<file path="src/rtl/micro_sim_pkg.sv">
// micro_sim_pkg: shared state type, widths, pattern constants and output field positions
package micro_sim_pkg;
  typedef enum logic [1:0] {IDLE, FILL, PROC, DONE} state_t;
  localparam int MEM_DEPTH = 64;
  localparam int ADDR_W = $clog2(MEM_DEPTH);
  localparam int PIX_W = 8;
  localparam int RES_W = PIX_W + 2;
  localparam int PAT_MUL = 5;
  localparam int PAT_OFF = 3;
  localparam int VALID_BIT = 31;
  localparam int IDX_LSB = 16;
  localparam int RES_LSB = 0;
  localparam logic [ADDR_W-1:0] LAST = ADDR_W'(MEM_DEPTH - 1);
  function automatic logic [PIX_W-1:0] pattern(input logic [ADDR_W-1:0] idx);
    return PIX_W'(PAT_MUL * int'(idx) + PAT_OFF);
  endfunction
endpackage

</file>
<file path="src/rtl/micro_sim_conv121.sv">
// micro_sim_conv121: pixel and result memories with the [1,2,1] three-tap convolution
module micro_sim_conv121
  import micro_sim_pkg::*;
(
  input  logic              clk,
  input  logic              wr_en,
  input  logic [ADDR_W-1:0] wr_addr,
  input  logic [PIX_W-1:0]  wr_data,
  input  logic              cmp_en,
  input  logic [ADDR_W-1:0] cmp_addr,
  input  logic [ADDR_W-1:0] rd_addr,
  output logic [RES_W-1:0]  rd_data
);
  logic [PIX_W-1:0] pix_mem [MEM_DEPTH];
  logic [RES_W-1:0] res_mem [MEM_DEPTH];
  logic [PIX_W-1:0] left_pix, mid_pix, right_pix;
  logic [RES_W-1:0] sum;
  // neighbours beyond either end of the line contribute zero
  always_comb begin
    left_pix = cmp_addr == '0 ? '0 : pix_mem[cmp_addr - 1'b1];
    mid_pix = pix_mem[cmp_addr];
    right_pix = cmp_addr == LAST ? '0 : pix_mem[cmp_addr + 1'b1];
    sum = RES_W'(left_pix) + RES_W'({mid_pix, 1'b0}) + RES_W'(right_pix);
  end
  // pattern fill and convolution write-back; contents survive reset
  always_ff @(posedge clk) begin
    if (wr_en) pix_mem[wr_addr] <= wr_data;
    if (cmp_en) res_mem[cmp_addr] <= sum;
  end
  assign rd_data = res_mem[rd_addr];
endmodule

</file>
<file path="src/rtl/micro_sim.sv">
// micro_sim: GPIO-driven stand-in MCU that fills a pattern, convolves it and steps results out
module micro_sim
  import micro_sim_pkg::*;
#(
  parameter int GPIO_D = 32
) (
  input  logic              CLK100MHZ,
  input  logic [GPIO_D-1:0] gpio_o_data_tri_o,
  output logic [GPIO_D-1:0] gpio_i_data_tri_i,
  output logic              o_led
);
  logic clk, rst, start_ev, step_ev, unused_bits;
  logic [1:0] prev;
  state_t state, state_nxt;
  logic [ADDR_W-1:0] ptr, rd_ptr;
  logic [RES_W-1:0] rd_data;
  logic [GPIO_D-1:0] step_word;
  assign clk = CLK100MHZ;
  assign rst = gpio_o_data_tri_o[0];
  assign unused_bits = ^gpio_o_data_tri_o[GPIO_D-1:3];
  assign start_ev = gpio_o_data_tri_o[1] & ~prev[0];
  assign step_ev = gpio_o_data_tri_o[2] & ~prev[1];
  assign o_led = state == DONE;
  // sequencing: a start kicks off fill then convolve; DONE waits for steps or a restart
  always_comb begin
    state_nxt = (state == IDLE && start_ev) ? FILL :
                (state == FILL && ptr == LAST) ? PROC :
                (state == PROC && ptr == LAST) ? DONE :
                (state == DONE && start_ev) ? FILL : state;
  end
  // status word: valid flag, result index and result value, all other bits zero
  always_comb begin
    step_word = '0;
    step_word[VALID_BIT] = 1'b1;
    step_word[IDX_LSB +: ADDR_W] = rd_ptr;
    step_word[RES_LSB +: RES_W] = rd_data;
  end
  // state, pointers, edge-detect history and the registered host word; start beats step in DONE
  always_ff @(posedge clk) begin
    if (rst) begin
      state <= IDLE;
      ptr <= '0;
      rd_ptr <= '0;
      prev <= '0;
      gpio_i_data_tri_i <= '0;
    end else begin
      state <= state_nxt;
      prev <= gpio_o_data_tri_o[2:1];
      ptr <= (state inside {FILL, PROC} && ptr != LAST) ? ptr + 1'b1 : '0;
      rd_ptr <= (state != DONE || start_ev) ? '0 :
                step_ev ? (rd_ptr == LAST ? '0 : rd_ptr + 1'b1) : rd_ptr;
      gpio_i_data_tri_i <= (state == DONE && start_ev) ? '0 :
                           (state == DONE && step_ev) ? step_word : gpio_i_data_tri_i;
    end
  end
  micro_sim_conv121 u_conv (
    .clk      (clk),
    .wr_en    (state == FILL),
    .wr_addr  (ptr),
    .wr_data  (pattern(ptr)),
    .cmp_en   (state == PROC),
    .cmp_addr (ptr),
    .rd_addr  (rd_ptr),
    .rd_data  (rd_data)
  );
endmodule

</file>
<file path="config.mk">
export PLATFORM = sky130hd
export DESIGN_NAME = micro_sim
export DESIGN_NICKNAME = d
export VERILOG_FILES = /design/src/rtl/micro_sim_pkg.sv /design/src/rtl/micro_sim_conv121.sv /design/src/rtl/micro_sim.sv
export SDC_FILE = /design/constraint.sdc
export NUM_CORES = 2
export LEC_CHECK = 0
export ABC_AREA = 0
export ABC_CLOCK_PERIOD_IN_PS = 11000
export CELL_PAD_IN_SITES_DETAIL_PLACEMENT = 1
export CELL_PAD_IN_SITES_GLOBAL_PLACEMENT = 1
export CORE_ASPECT_RATIO = 0.6
export CORE_UTILIZATION = 50
export CTS_BUF_LIST = sky130_fd_sc_hd__clkbuf_4 sky130_fd_sc_hd__clkbuf_8
export CTS_CLUSTER_DIAMETER = 50
export DETAILED_ROUTE_END_ITERATION = 8
export PLACE_DENSITY = 0.75
export SLEW_MARGIN = 20
export SYNTH_ARGS = -nofsm -noshare
export SYNTH_HDL_FRONTEND = slang
export SYNTH_SLANG_ARGS = --single-unit
</file>
<file path="constraint.sdc">
create_clock -name CLK100MHZ -period 11 [get_ports CLK100MHZ]
set_clock_uncertainty 0.15 [all_clocks]
set_input_delay 1.65 -clock CLK100MHZ [delete_from_list [all_inputs] [get_ports CLK100MHZ]]
set_output_delay 1.65 -clock CLK100MHZ [all_outputs]
set_load 0.02 [all_outputs]
</file>
==> run_results.csv <==
group,metric,value,unit
outcome,outcome,"complete, no violations",
sta,post-route-min-period,8212,ps
sta,setup_tns,0,ps
yosys,yosys_warnings,0,
sta,drv_slew,0,
global_route,grt_max_degree,137,
layout,drive_gt1_share,30.85,%
critical_path,startpoint_type,"register",
power,finalPower,9.732,mW
critical_path,reg2reg_depth,18,
yosys,ys_ff_latch,1185,
critical_path,crit_arrival,8690,ps
global_route,antenna_found_initial,17,
global_route,overflow,0,
drt,routed_wirelength,181900,µm
floorplanning,io_pins,66,
floorplanning,start_util,50.47,%
sta,rsz0062_at_grt,"no",
yosys,yosysSeqAreaShare,63.72,%
yosys,synth_common_cells,"1152 x edfxtp_1, 508 x mux4_2, 222 x nor2_1, 133 x mux2i_1, 122 x nand2_1",
cts,clk_latency,920,ps
cts,post_cts_buffers,0,
cts,h-tree-depth,4,
power,leakagePower,17.72,nW
yosys,synth.avg_cell_area,18.15,µm²
critical_path,criticalPathCategory,"reg2reg",
drt,vias,33691,
yosys,synth-edff-count,1152,
layout,fill_cells,9809,
job,max-cap-violations,0,
floorplanning,fp.coreArea,109600,µm²
cts,postCtsHoldBufs,0,
sta,worst_pin_slew,1321,ps
sta,finalCritPeriodShare,74.66,%
cts,cts_tree,"done",
sta,setup_violations,0,
cts,cts_resized,0,
layout,multiInputGateArea,19100,µm²
layout,final_nets,3182,
min_path,min_to,"gpio_i_data_tri_i[21]$_SDFFE_PP0P_",
drt,first_pass_iters,6,
floorplanning,fp.dieH,259.7,µm
min_path,min_from,"gpio_i_data_tri_i[21]$_SDFFE_PP0P_",
yosys,async_flop_share,0,%
layout,area_delta_synth_final,9.580,%
critical_path,reg2reg_slack,2790,ps
critical_path,cp_max_fo,62,
yosys,synth_area,55330,µm²
critical_path,r2r_end,"u_conv.res_mem[25][8]$_DFFE_PP_",
power,irDropWorstVdd,0.1520,mV
yosys,yosys.area.top_type,"edfxtp_1",
floorplanning,die_x,431.4,µm
critical_path,r2r_start,"ptr[0]$_SDFF_PP0_",
power,powerDensity,160.5,nW/µm²
drt,antenna_left,0,
cts,cts-root-buf,"clkbuf_8",
yosys,syn_inst,3048,
min_path,hold_path.class,"reg2reg",
place,place_congestion,1.019,
critical_path,crit_path_end_kind,"register",
yosys,ys_types,71,
floorplanning,dieArea,112000,µm²
floorplanning,rows,94,
drt,wl_per_cell,38.42,µm
cts,numClockSinks,1185,
layout,regArea,35280,µm²
yosys,synth-main-ff-cell,"edfxtp_1",
global_route,grt_pass1_wl,255700,µm
place,hpwl,120600,µm
global_route,grt_pass1_vias,33722,
global_route,grtUsageTotal,32.74,%
min_path,min_path_cells,2,
drt,first_iter_violations,5409,
sta,fmaxAchievable,0.1218,GHz
drt,viasPerCell,7.117,
cts,cts_buffers,174,
yosys,synth.most_common_cell,"edfxtp_1",
yosys,synthTopCellsByArea,"edfxtp_1 63%, mux4_2 21%, mux2i_1 2.4%",
place,port_buffers,21,
critical_path,critPathRequiredTime,11480,ps
cts,clk_pin_slew,60,ps
drt,drc,0,
sta,hold_violations,0,
cts,clockBufferDepth,3,
sta,slew_headroom,11.92,%
yosys,yosysTopAreaCellShare,62.53,%
==> report_power, final <==
part	switching, mW	total [mW]	internal [mW]
clock	1.76	3.56	1.81
combinational	0.687	0.872	0.186
sequential	0.00542	5.30	5.29
==> worst max-delay path by stage <==
stage	startpoint	endpoint	slack, ps
5_1_grt	ptr[0]$_SDFF_PP0_	u_conv.res_mem[30][8]$_DFFE_PP_	2450
2_1_floorplan	ptr[0]$_SDFF_PP0_	u_conv.res_mem[0][8]$_DFFE_PP_	1690
3_3_place_gp	ptr[0]$_SDFF_PP0_	u_conv.res_mem[26][9]$_DFFE_PP_	3370
3_5_place_dp	ptr[0]$_SDFF_PP0_	u_conv.res_mem[4][8]$_DFFE_PP_	3030
4_1_cts	ptr[0]$_SDFF_PP0_	u_conv.res_mem[55][9]$_DFFE_PP_	3030
6_report	ptr[0]$_SDFF_PP0_	u_conv.res_mem[25][8]$_DFFE_PP_	2790
==> critical path: stages (launching register included) <==
cell	delay, ps
dfxtp_4	640
clkinv_2	550
ha_4	670
buf_4	780
mux4_2	410
nor2b_1	140
a211oi_1	900
a21oi_1	200
a32oi_1	230
a21o_1	170
fa_1	420
inv_1	70
ha_1	300
a21oi_1	310
o21bai_1	130
a21oi_1	330
o21ai_0	300
xor2_4	640
buf_4	500
==> through the flow <==
stage / instances / hold slack, ps / cell area (µm²) / util [%] / setup slack, ps
after detailed placement: 4419 / 307.9 / 57110 / 52.10 / 3031
after floorplan: 3062 / 331.7 / 55380 / - / 1688
after global routing: 4730 / 342.1 / 60620 / 55.30 / 2451
after CTS: 4726 / 315.0 / 60450 / 55.15 / 3031
final: 4734 / 315.3 / 60630 / 55.31 / 2788
after global placement: 4419 / 292.8 / 57090 / 52.09 / 3372
==> flip-flops by register name (all words and copies together) (netlist names) <==
name,count
ptr,6
gpio_i_data_tri_i,17
u_conv.res_mem,640
state,2
prev,2
rd_ptr,6
u_conv.pix_mem,512
==> cells by family after synthesis <==
group | Yosys count | share of synthesized area [%]
flops | 1185 | 63.72
buf+inv | 259 | 2.519
mux | 673 | 23.74
fa+ha+maj | 39 | 1.004
compound gates | 368 | 4.471
xor+xnor | 31 | 0.5789
simple gates | 492 | 3.962
other cells | 1 | 0.006778
==> layout make-up <==
class / instances / area share (%)
Inverter: 19 / 0.1218
Sequential cell: 1185 / 58.19
Clock inverter: 60 / 0.5964
Antenna cell: 5 / 0.02064
Clock buffer: 247 / 4.906
Timing Repair Buffer: 112 / 1.583
Multi-Input combinational cell: 1618 / 31.51
Tap cell: 1488 / 3.071
==> layer usage <==
layer,part of all wire (%),GRT usage (%),vias up
met5,0.15,0,-
met4,2.0,8.087,24
met3,17,16.82,325
met1,41,47.79,17974
li1,-,-,12817
met2,41,43.13,2551
==> layout by cell type (no fill, tap or decap), types with 10 or more instances in the layout <==
master and instances:
buf_4 83, mux2i_1 133, ha_1 27, clkinv_1 38, nand2_1 122, mux2_2 32, conb_1 15, inv_1 16
nor2_1 171, clkbuf_4 70, dfxtp_1 26, a211oi_1 55, a21oi_1 86, clkdlybuf4s50_1 21, xnor2_2 10, clkinv_2 14
nor2b_1 45, a22oi_1 15, mux4_2 508, and2_1 10, nor3_1 12, a31oi_1 10, o22ai_1 64, o221ai_1 27
o21ai_0 29, edfxtp_1 1152, clkbuf_8 179, nor2_2 51, nand3_1 34
No activity file was read; power rests on OpenSTA's default activity.
